`src/rtl/clksrc_pkg.sv`:
```
// Shared types and default timing for the clock-source select sequencer.
package clksrc_pkg;

  typedef enum logic [1:0] {RUN, DRAIN, SWITCH, SETTLE} state_t;

  // bit0 = external fast source, bit1 = 100 Hz slow clock (vs push-button)
  localparam logic [1:0] SEL_FPGA_100HZ = 2'b10;
  localparam logic [1:0] SEL_EXT_100HZ  = 2'b11;
  localparam logic [1:0] SEL_FPGA_BTN   = 2'b00;
  localparam logic [1:0] SEL_EXT_BTN    = 2'b01;

  localparam int DEF_WINDOW    = 50000;
  localparam int DEF_MIN_EDGES = 6400;
  localparam int DEF_MAX_EDGES = 6700;
  localparam int DEF_QUAL      = 2;
  localparam int DEF_HOLD      = 16;
  localparam int DEF_SETTLE    = 1024;

endpackage

```
`src/rtl/clksrc_ctrl_clkmon.sv`:
```
// External clock monitor: synchronise, count rising edges per window and
// declare the source good after QUAL consecutive in-range windows.
module clkmon
  import clksrc_pkg::*;
#(
  parameter int WINDOW    = DEF_WINDOW,
  parameter int MIN_EDGES = DEF_MIN_EDGES,
  parameter int MAX_EDGES = DEF_MAX_EDGES,
  parameter int QUAL      = DEF_QUAL
) (
  input  logic clk,
  input  logic rst,
  input  logic clk_src_ext,
  output logic ext_ok
);

  localparam int EDGE_W = $clog2(MAX_EDGES + 1);
  localparam int WIN_W  = $clog2(WINDOW);
  localparam int GOOD_W = $clog2(QUAL + 1);

  logic              sync_p0, sync_p1, sync_p2;
  logic              rise, win_end, win_good;
  logic [EDGE_W-1:0] edge_cnt;
  logic [WIN_W-1:0]  win_cnt;
  logic [GOOD_W-1:0] good_cnt;

  assign rise     = sync_p1 & ~sync_p2;
  assign win_end  = (win_cnt == WIN_W'(WINDOW - 1));
  assign win_good = (edge_cnt >= EDGE_W'(MIN_EDGES)) && (edge_cnt <= EDGE_W'(MAX_EDGES));
  assign ext_ok   = (good_cnt == GOOD_W'(QUAL));

  always_ff @(posedge clk or posedge rst) begin
    if (rst) begin
      sync_p0  <= 1'b0;
      sync_p1  <= 1'b0;
      sync_p2  <= 1'b0;
      edge_cnt <= '0;
      win_cnt  <= '0;
      good_cnt <= '0;
    end else begin
      // p0/p1: metastability stages; p2: previous value for edge detect
      sync_p0 <= clk_src_ext;
      sync_p1 <= sync_p0;
      sync_p2 <= sync_p1;
      if (win_end) begin
        win_cnt  <= '0;
        // an edge seen on the terminal cycle belongs to the next window
        edge_cnt <= EDGE_W'(rise);
        if (!win_good)
          good_cnt <= '0;
        else if (!ext_ok)
          good_cnt <= good_cnt + 1'b1;
      end else begin
        win_cnt <= win_cnt + 1'b1;
        if (rise && (edge_cnt != '1))
          edge_cnt <= edge_cnt + 1'b1;
      end
    end
  end

endmodule

```
`src/rtl/clksrc_ctrl.sv`:
```
// Clock-source select sequencer: stop, switch, settle, release, with forced
// fallback to the board-derived clock when the selected external clock is lost.
module clksrc_ctrl
  import clksrc_pkg::*;
#(
  parameter int WINDOW    = DEF_WINDOW,
  parameter int MIN_EDGES = DEF_MIN_EDGES,
  parameter int MAX_EDGES = DEF_MAX_EDGES,
  parameter int QUAL      = DEF_QUAL,
  parameter int HOLD      = DEF_HOLD,
  parameter int SETTLE    = DEF_SETTLE
) (
  input  logic       clk,
  input  logic       rst,
  input  logic       clk_src_ext,
  input  logic       req_ext,
  input  logic       req_button,
  output logic [1:0] clk_src_sel,
  output logic       clk_en,
  output logic       ext_ok,
  output logic       busy,
  output logic       fault
);

  localparam int CNT_MAX = (HOLD > SETTLE) ? HOLD : SETTLE;
  localparam int CNT_W   = (CNT_MAX > 1) ? $clog2(CNT_MAX) : 1;
  localparam logic [CNT_W-1:0] HOLD_LAST   = CNT_W'(HOLD - 1);
  localparam logic [CNT_W-1:0] SETTLE_LAST = CNT_W'(SETTLE - 1);

  state_t           state, state_nxt;
  logic [CNT_W-1:0] cnt, cnt_nxt;
  logic [1:0]       lat, lat_nxt, sel_nxt, target;
  logic             fault_nxt, ext_ok_q, ext_lost;

  clkmon #(
    .WINDOW    (WINDOW),
    .MIN_EDGES (MIN_EDGES),
    .MAX_EDGES (MAX_EDGES),
    .QUAL      (QUAL)
  ) u_clkmon (
    .clk         (clk),
    .rst         (rst),
    .clk_src_ext (clk_src_ext),
    .ext_ok      (ext_ok)
  );

  assign target   = {~req_button, req_ext & ext_ok};
  assign ext_lost = clk_src_sel[0] & ext_ok_q & ~ext_ok;

  always_ff @(posedge clk or posedge rst) begin
    if (rst) begin
      state       <= clksrc_pkg::SETTLE;
      cnt         <= '0;
      lat         <= SEL_FPGA_100HZ;
      clk_src_sel <= SEL_FPGA_100HZ;
      fault       <= 1'b0;
      ext_ok_q    <= 1'b0;
    end else begin
      state       <= state_nxt;
      cnt         <= cnt_nxt;
      lat         <= lat_nxt;
      clk_src_sel <= sel_nxt;
      fault       <= fault_nxt;
      ext_ok_q    <= ext_ok;
    end
  end

  always_comb begin
    state_nxt = state;
    cnt_nxt   = cnt;
    lat_nxt   = lat;
    sel_nxt   = clk_src_sel;
    fault_nxt = fault;
    clk_en    = 1'b0;
    busy      = 1'b1;
    case (state)
      RUN: begin
        clk_en = 1'b1;
        busy   = 1'b0;
        if (!req_ext)
          fault_nxt = 1'b0;
        if (target != clk_src_sel) begin
          state_nxt = DRAIN;
          lat_nxt   = target;
          cnt_nxt   = '0;
        end
      end
      DRAIN: begin
        if (cnt == HOLD_LAST) begin
          state_nxt = SWITCH;
          cnt_nxt   = '0;
        end else begin
          cnt_nxt = cnt + 1'b1;
        end
      end
      SWITCH: begin
        sel_nxt   = lat;
        state_nxt = clksrc_pkg::SETTLE;
        cnt_nxt   = '0;
      end
      clksrc_pkg::SETTLE: begin
        if (cnt == SETTLE_LAST) begin
          state_nxt = RUN;
          cnt_nxt   = '0;
        end else begin
          cnt_nxt = cnt + 1'b1;
        end
      end
      default: state_nxt = RUN;
    endcase
    // losing the selected external clock overrides whatever is in flight
    if (ext_lost) begin
      state_nxt = DRAIN;
      cnt_nxt   = '0;
      sel_nxt   = clk_src_sel;
      fault_nxt = 1'b1;
      lat_nxt   = {(state == RUN) ? target[1] : lat[1], 1'b0};
    end
  end

endmodule
```
`config.mk`:
```
export PLATFORM = sky130hd
export DESIGN_NAME = clksrc_ctrl
export DESIGN_NICKNAME = d
export VERILOG_FILES = /design/src/rtl/clksrc_pkg.sv /design/src/rtl/clksrc_ctrl_clkmon.sv /design/src/rtl/clksrc_ctrl.sv
export SDC_FILE = /design/constraint.sdc
export NUM_CORES = 1
export LEC_CHECK = 0
export BUFFER_PORTS_ARGS = -buffer_cell sky130_fd_sc_hd__buf_4
export CAP_MARGIN = 25
export CELL_PAD_IN_SITES_DETAIL_PLACEMENT = 1
export CELL_PAD_IN_SITES_GLOBAL_PLACEMENT = 1
export CORE_ASPECT_RATIO = 0.9
export CORE_MARGIN = 2
export CORE_UTILIZATION = 54
export CTS_BUF_LIST = sky130_fd_sc_hd__clkbuf_2
export CTS_CLUSTER_SIZE = 14
export DETAILED_ROUTE_END_ITERATION = 10
export PLACE_DENSITY = 0.91
export SYNTH_ARGS = -nofsm -noshare
export SYNTH_HDL_FRONTEND = slang
export SYNTH_SLANG_ARGS = --single-unit
export TNS_END_PERCENT = 5
```
`constraint.sdc`:
```
create_clock -name clk -period 3.5 [get_ports clk]
set_input_delay 0.35 -clock clk [delete_from_list [all_inputs] [get_ports clk]]
set_output_delay 0.35 -clock clk [all_outputs]
set_load 0.02 [all_outputs]
```
=== After elaboration in Yosys (flattened, before gate mapping) ===
Index checks and enable logic that the tools add are counted.

* $add $sub $neg: 4
* Order comparisons: 2
* Eq/ne operators: 14
* Mux-type cells: 24
* Bitwise operators: 8
* Reduce and logical (&&, ||, !) cells: 12

{| class="wikitable"
|+ Operator list
! operator !! count
|-
| two-way mux 10 bit || 4
|-
| case mux 10 bit (4 select lines) || 1
|-
| two-way mux 13 bit || 2
|-
| two-way mux 2 bit || 9
|-
| adder 16 x 1 -> 16 bit, second input constant || 1
|-
| == test 16 bit, second input constant || 1
|-
| two-way mux 16 bit || 1
|-
| adder 13 x 1 -> 13 bit, second input constant || 1
|-
| greater-or-equal comparator 13 bit, second input constant || 1
|-
| less-or-equal comparator 13 bit, second input constant || 1
|-
| inequality test 13 bit, second input constant || 1
|-
| adder 10 x 1 -> 10 bit, second input constant || 1
|-
| == test 10 bit, second input constant || 1
|-
| == test 10 x 4 -> 1 bit, second input constant || 1
|-
| AND reduction 2 bit || 5
|-
| inequality test 3 bit, second input constant || 3
|-
| case mux 2 bit (4 select lines) || 1
|-
| == test 2 bit, second input constant || 3
|-
| two-way mux 1 bit || 6
|-
| nonzero test 2 bit || 3
|-
| bitwise AND 1 bit || 4
|-
| inverter 1 bit || 4
|-
| AND reduction 3 bit || 1
|-
| adder 2 x 1 -> 2 bit, second input constant || 1
|-
| 6 further kinds || 7
|}

* Register bits: 52

=== Depth between registers and ports, before layout ===
* Depth after elaboration: 6
* Mapped depth: 7

=== By module ===
From an unflattened synthesis, not the netlist that was laid out.

* Cell total of the unflattened synthesis: 282
* Area total of the unflattened synthesis: 2741.4 um^2

{| class="wikitable"
|+ Modules (own cells, without submodules)
! module !! instances !! cells an instance !! area each (um^2) !! seq. area each (um^2)
|-
| clkmon || 1 || 172 || 1740.4 || 850.8
|-
| clksrc_ctrl || 1 || 110 || 1001.0 || 455.4
|}

=== Worst setup path after synthesis ===
No wires, ideal clock.

* Path type: flip-flop to flip-flop
* Start: register state[1]
* End: register cnt[2]
* Data arrival time: 1835 ps
* Data required time: 3417 ps
* Path slack: 1582 ps
* Cell stages (with the launch flop): 8
* Path buffers: 1
* Period minus slack after synthesis: 1918 ps
* Cells stage by stage: dfstp_2 inv_1 ha_1 inv_1 a211oi_2 clkbuf_1 o21ai_0 o21ai_0

* Word-level cells in the longest chain between the ends: 3
* Elaborated cells between the ends (all ways): 7

{| class="wikitable"
|+ RTL lines
! element !! line !! RTL
|-
| start: declaration || clksrc_ctrl.sv:30 || <nowiki>state_t state, state_nxt;</nowiki>
|-
| start signal: assignment || clksrc_ctrl.sv:52 || <nowiki>state <= clksrc_pkg::SETTLE;</nowiki>
|-
| start signal: assignment || clksrc_ctrl.sv:59 || <nowiki>state <= state_nxt;</nowiki>
|-
| == test 2 bit, or another cell as far along || clksrc_ctrl.sv:76 || <nowiki>case (state)</nowiki>
|-
| case mux 10 bit (4 select lines) || clksrc_ctrl.sv:76 ||
|-
| two-way mux 10 bit || clksrc_ctrl.sv:112 || <nowiki>if (ext_lost) begin</nowiki>
|-
| end signal: assignment || clksrc_ctrl.sv:60 || <nowiki>cnt <= cnt_nxt;</nowiki>
|-
| end: declaration || clksrc_ctrl.sv:31 || <nowiki>logic [CNT_W-1:0] cnt, cnt_nxt;</nowiki>
|}

Parallel ways exist; a longest one is shown, timed or not.
A chain may end at the register's enable or synchronous reset.

=== Worst setup path after layout ===
* Start: register cnt[1]
* End: register state[1]

* Word-level cells in the longest chain between the ends: 3
* Elaborated cells between the ends (all ways): 5

{| class="wikitable"
|+ RTL lines
! element !! line
|-
| == test 10 bit or == test 10 x 4 -> 1 bit (tied branches) || clksrc_ctrl.sv:102, clksrc_ctrl.sv:89
|-
| inequality test 3 bit (no line) || -
|-
| AND reduction 3 bit (no line) (*) || -
|}

Every way passes the cells marked *; elsewhere a longest branch is shown, timed or not.

==> impl_summary.txt <==
----------------------------------------------------
[Global route]
  Maximum number of pins on one net before global-route repair ... 47
  Via count of the first global-routing pass ... roughly 2300
  First-pass GRT wire length ... roughly 11 mm
  Overflow left after global routing ... 0
  Number of antenna violations at the first check in global routing ... 0
  GRT Resource Usage Total ... around a quarter

[STA]
  Worst slew slack as a fraction of its limit ... a little under two thirds
  Share of the clock period used by the worst path ... between 60% and 70%
  Worst slew pin tran ... roughly 540 ps
  Pins over their slew limit ... 0
  Max Fclk ... 443 MHz
  Layout Skew ... 15.4 ps
  Number of failing hold endpoints at the final stage ... 0
  Setup repair after global routing missed its margin ... false
  Shortest clock period the worst path allows after layout ... between 2000 and 2500 ps
  Number of setup violations in the final report ... 0
  Sum Neg Setup Slack ... 0 ps
  Worst-case hold slack ... 56.5 ps

[Clock tree]
  Inserted Clock Buffers ... 5
  Clock tree from TritonCTS ... done
  Root buffer cell ... clkbuf_2
  Maximum level of the CTS H-tree ... 2
  Post-CTS setup buffer count ... 0
  Total clock sinks ... between 50 and 60
  Bufs on Longest Clock Path ... 2
  Clock transition at the registers of the reported paths ... 280 ps
  Clock insertion delay at the later pin of the skew report ... ~460 ps
  Quantity of gates resized following cts ... 0

[Synth]
  Number of distinct library cells after synthesis ... 50
  Prevailing post-synth register cell ... dfrtp_1
  Top-count cell post-synth ... dfrtp_1
  Adder-Cell Fraction of Synth Area ... between 4 and 5%
  Cell count after synthesis ... around 280
  Simple logic cell fraction of the synthesized area ... around a quarter
  Area fraction of the dominant cell type after synthesis ... ~45%
  Syn_nets ... ~290
  Yosys warnings ... 0
  Post-synth ARST share ... between 90% and 100%
  Area fraction in compound gates after synthesis ... about 12%
  Ranking of synthesized cells by area ... dfrtp_1 45%, nand2_1 4.6%, ha_1 4.2%, dfstp_2 3.9%, nor2_1 3.9%
  Synthesized area per cell ... 9.59 um2
  Synthesis-stage register bit count ... 52
  Fraction of synthesized cell area in xor and xnor cells ... 6.88%
  Sequential area share after synthesis ... about half
  Number of enable flip-flop cells after synthesis ... 0
  Dominant cell type by area after synthesis ... dfrtp_1
  Largest family of logic cells by synthesized area ... simple AND/OR/NAND/NOR gates
  Area of the mapped netlist ... 2680 um2
  Cell types with the highest counts after synthesis ... 48 x dfrtp_1, 33 x nand2_1, 28 x nor2_1
  Multiplexer share of the synthesized area ... under 10%

[Worst setup path]
  Worst path slowest cell ... o31ai_1
  WP depth ... 5
  Cell-by-cell trace of the critical path ... ha_1, nand3_1, o31ai_1, nand2_2, o32ai_1
  Delay of the slowest cell on the worst path ... 580 ps
  End of the critical path ... state[1]
  Worst setup path start ... cnt[1]
  Slack of the worst reg-to-reg path ... approximately 1200 ps
  Number of cell instances on the worst register-to-register path ... 5
  Kind of cell adding the most delay to the critical path ... compound AO/OA/AOI/OAI gates
  End of the worst register-to-register path ... state[1]
  Biggest fanout along the worst timing path ... 6
  Critical path launch point type ... flip-flop
  Kind of capture point of the worst setup path ... flip-flop
  Worst setup path class ... reg -> reg
  Worst Path Arrival ... roughly 2600 ps
  Critical R2R Launch ... cnt[1]
  Buffer and inverter count on the worst path ... 0
  Data required time of the worst path ... around 3900 ps

[Detailed routing]
  Post-detailed-route wirelength per cell ... around 18 um
  Total wirelength of the detailed-routed design ... between 6 and 7 mm
  Antenna-violating nets left ... 0
  Drt first pass iters ... 4
  Average via count per standard cell ... between 6 and 7
  Drc violations ... 0
  Violation count after the first detailed-routing iteration ... 133
  Total via count after detailed routing ... ~2200

[Status]
  Run status ... finished, final reports clean

[Placed design]
  Placed wire-length estimate ... 4.73 mm
  Gpl congestion ... just over 0.8
  Count of buffers from port buffering ... 10

[Power]
  Power per standard cell area ... 511 nW/um2
  Reported leakage power ... 0.00130 uW
  Worst VDD drop ... 0.334 mV

[Floorplanning]
  Placement row count ... 24
  Width of the die ... 78.2 um
  Core region area ... roughly 4800 um2
  Initial core utilization ... a little under three fifths
  # IOs ... 11
  Die Y ... between 70 and 80 um
  Die Footprint ... roughly 5500 um2

[Final layout]
  Utilization of the core after routing ... about three fifths
  Layout Area Growth over Synthesis ... 8.75%
  ANT cells ... 0
  Number of nets in the finished design ... approximately 310
  Fraction of layout cells with a size suffix above 1 ... 13.1%

[Min path]
  Class of the tightest hold or removal check ... in -> reg
  Hold path startpoint ... req_button

[Run]
  Number of max-cap violations ... 0

----------------------------------------------------
-- layout make-up --
class	count	area, um2
fillers	563	1900
repair buffers	16	138
inverters	17	63.8
well taps	65	81.3
clock inverters	3	13.8
clock buffers	5	25.0
multi-input cells	205	1280
flip-flops and latches	52	1310
-- routing by layer --
metal	vias to the layer above	GRT usage [%]	wire length, um
met4	0	9.75	206
met1	1107	32.1	2870
met5	-	0	0
met2	44	43.4	3330
met3	20	4.59	182
li1	1015	-	-
-- worst min-delay path by stage --
stage | slack [ps] | to | depth (start not counted)
global route | 80 | lat[1] | 2
global placement | 350 | u_clkmon.sync_p1 | 0
CTS | 60 | lat[1] | 2
floorplan | 330 | u_clkmon.sync_p1 | 0
finish | 60 | lat[1] | 2
detailed placement | 350 | u_clkmon.sync_p1 | 0
-- worst reg2reg max path, delay by kind of cell, from the launching register on --
family	cells	cell delay (ps)
fa+ha+maj	1	260
compound gates	2	990
simple gates	2	440
flops	1	460
-- sequential cells by signal, summed over array words and instances, names as in the netlist --
name and count:
cnt 10, u_clkmon.edge_cnt 13, lat 2, clk_src_sel 2, u_clkmon.sync_p1 1, u_clkmon.good_cnt 2
u_clkmon.sync_p2 1, u_clkmon.sync_p0 1, state 2, u_clkmon.win_cnt 16, ext_ok_q 1, fault 1
-- stage by stage --
stage | power, uW | setup slack [ps] | std cells | area, um2
finish | 1490 | 1240 | 363 | 2910
global route | 1580 | 1060 | 363 | 2910
CTS | 1480 | 1300 | 361 | 2880
detailed placement | 1240 | 1350 | 352 | 2830
global placement | 1190 | 1450 | 352 | 2830
floorplan | 1070 | 1580 | 279 | 2680
-- report_power, final --
group	leakage, uW	total (uW)	switching, uW	internal, uW
Combinational	0.000593	491	310	181
Sequential	0.000682	750	69.1	681
Clock	0.0000302	247	202	44.9
Total	0.00130	1490	581	906
-- kinds of logic (layout without fill, tap and decap cells) --
| family | after synthesis | in the layout |
|---|---|---|
| flops | 52 | 52 |
| simple gates | 127 | 127 |
| fa+ha+maj | 9 | 9 |
| xor+xnor | 21 | 21 |
| buf+inv | 22 | 41 |
| mux | 3 | 3 |
| compound gates | 45 | 45 |
-- timing repair --
| item | 4_1_cts | 5_1_grt |
|---|---|---|
| hold endpoints to repair | 1 | 9 |
| hold buffers | 1 | 1 |
| endpoints found under the setup margin | 0 | 0 |
-- cells in the final DEF (no fill, tap or decap), drive strengths merged, types with 5 or more instances in the layout --
cell and instances:
inv 17, nand3 20, nor3 7, and3 7
buf 14, clkbuf 5, nand4 8, nor2 29
o21ai 16, xor2 11, ha 9, a21oi 9
dfrtp 48, xnor2 10, nand2 34
(Power assumes the default switching activity.)
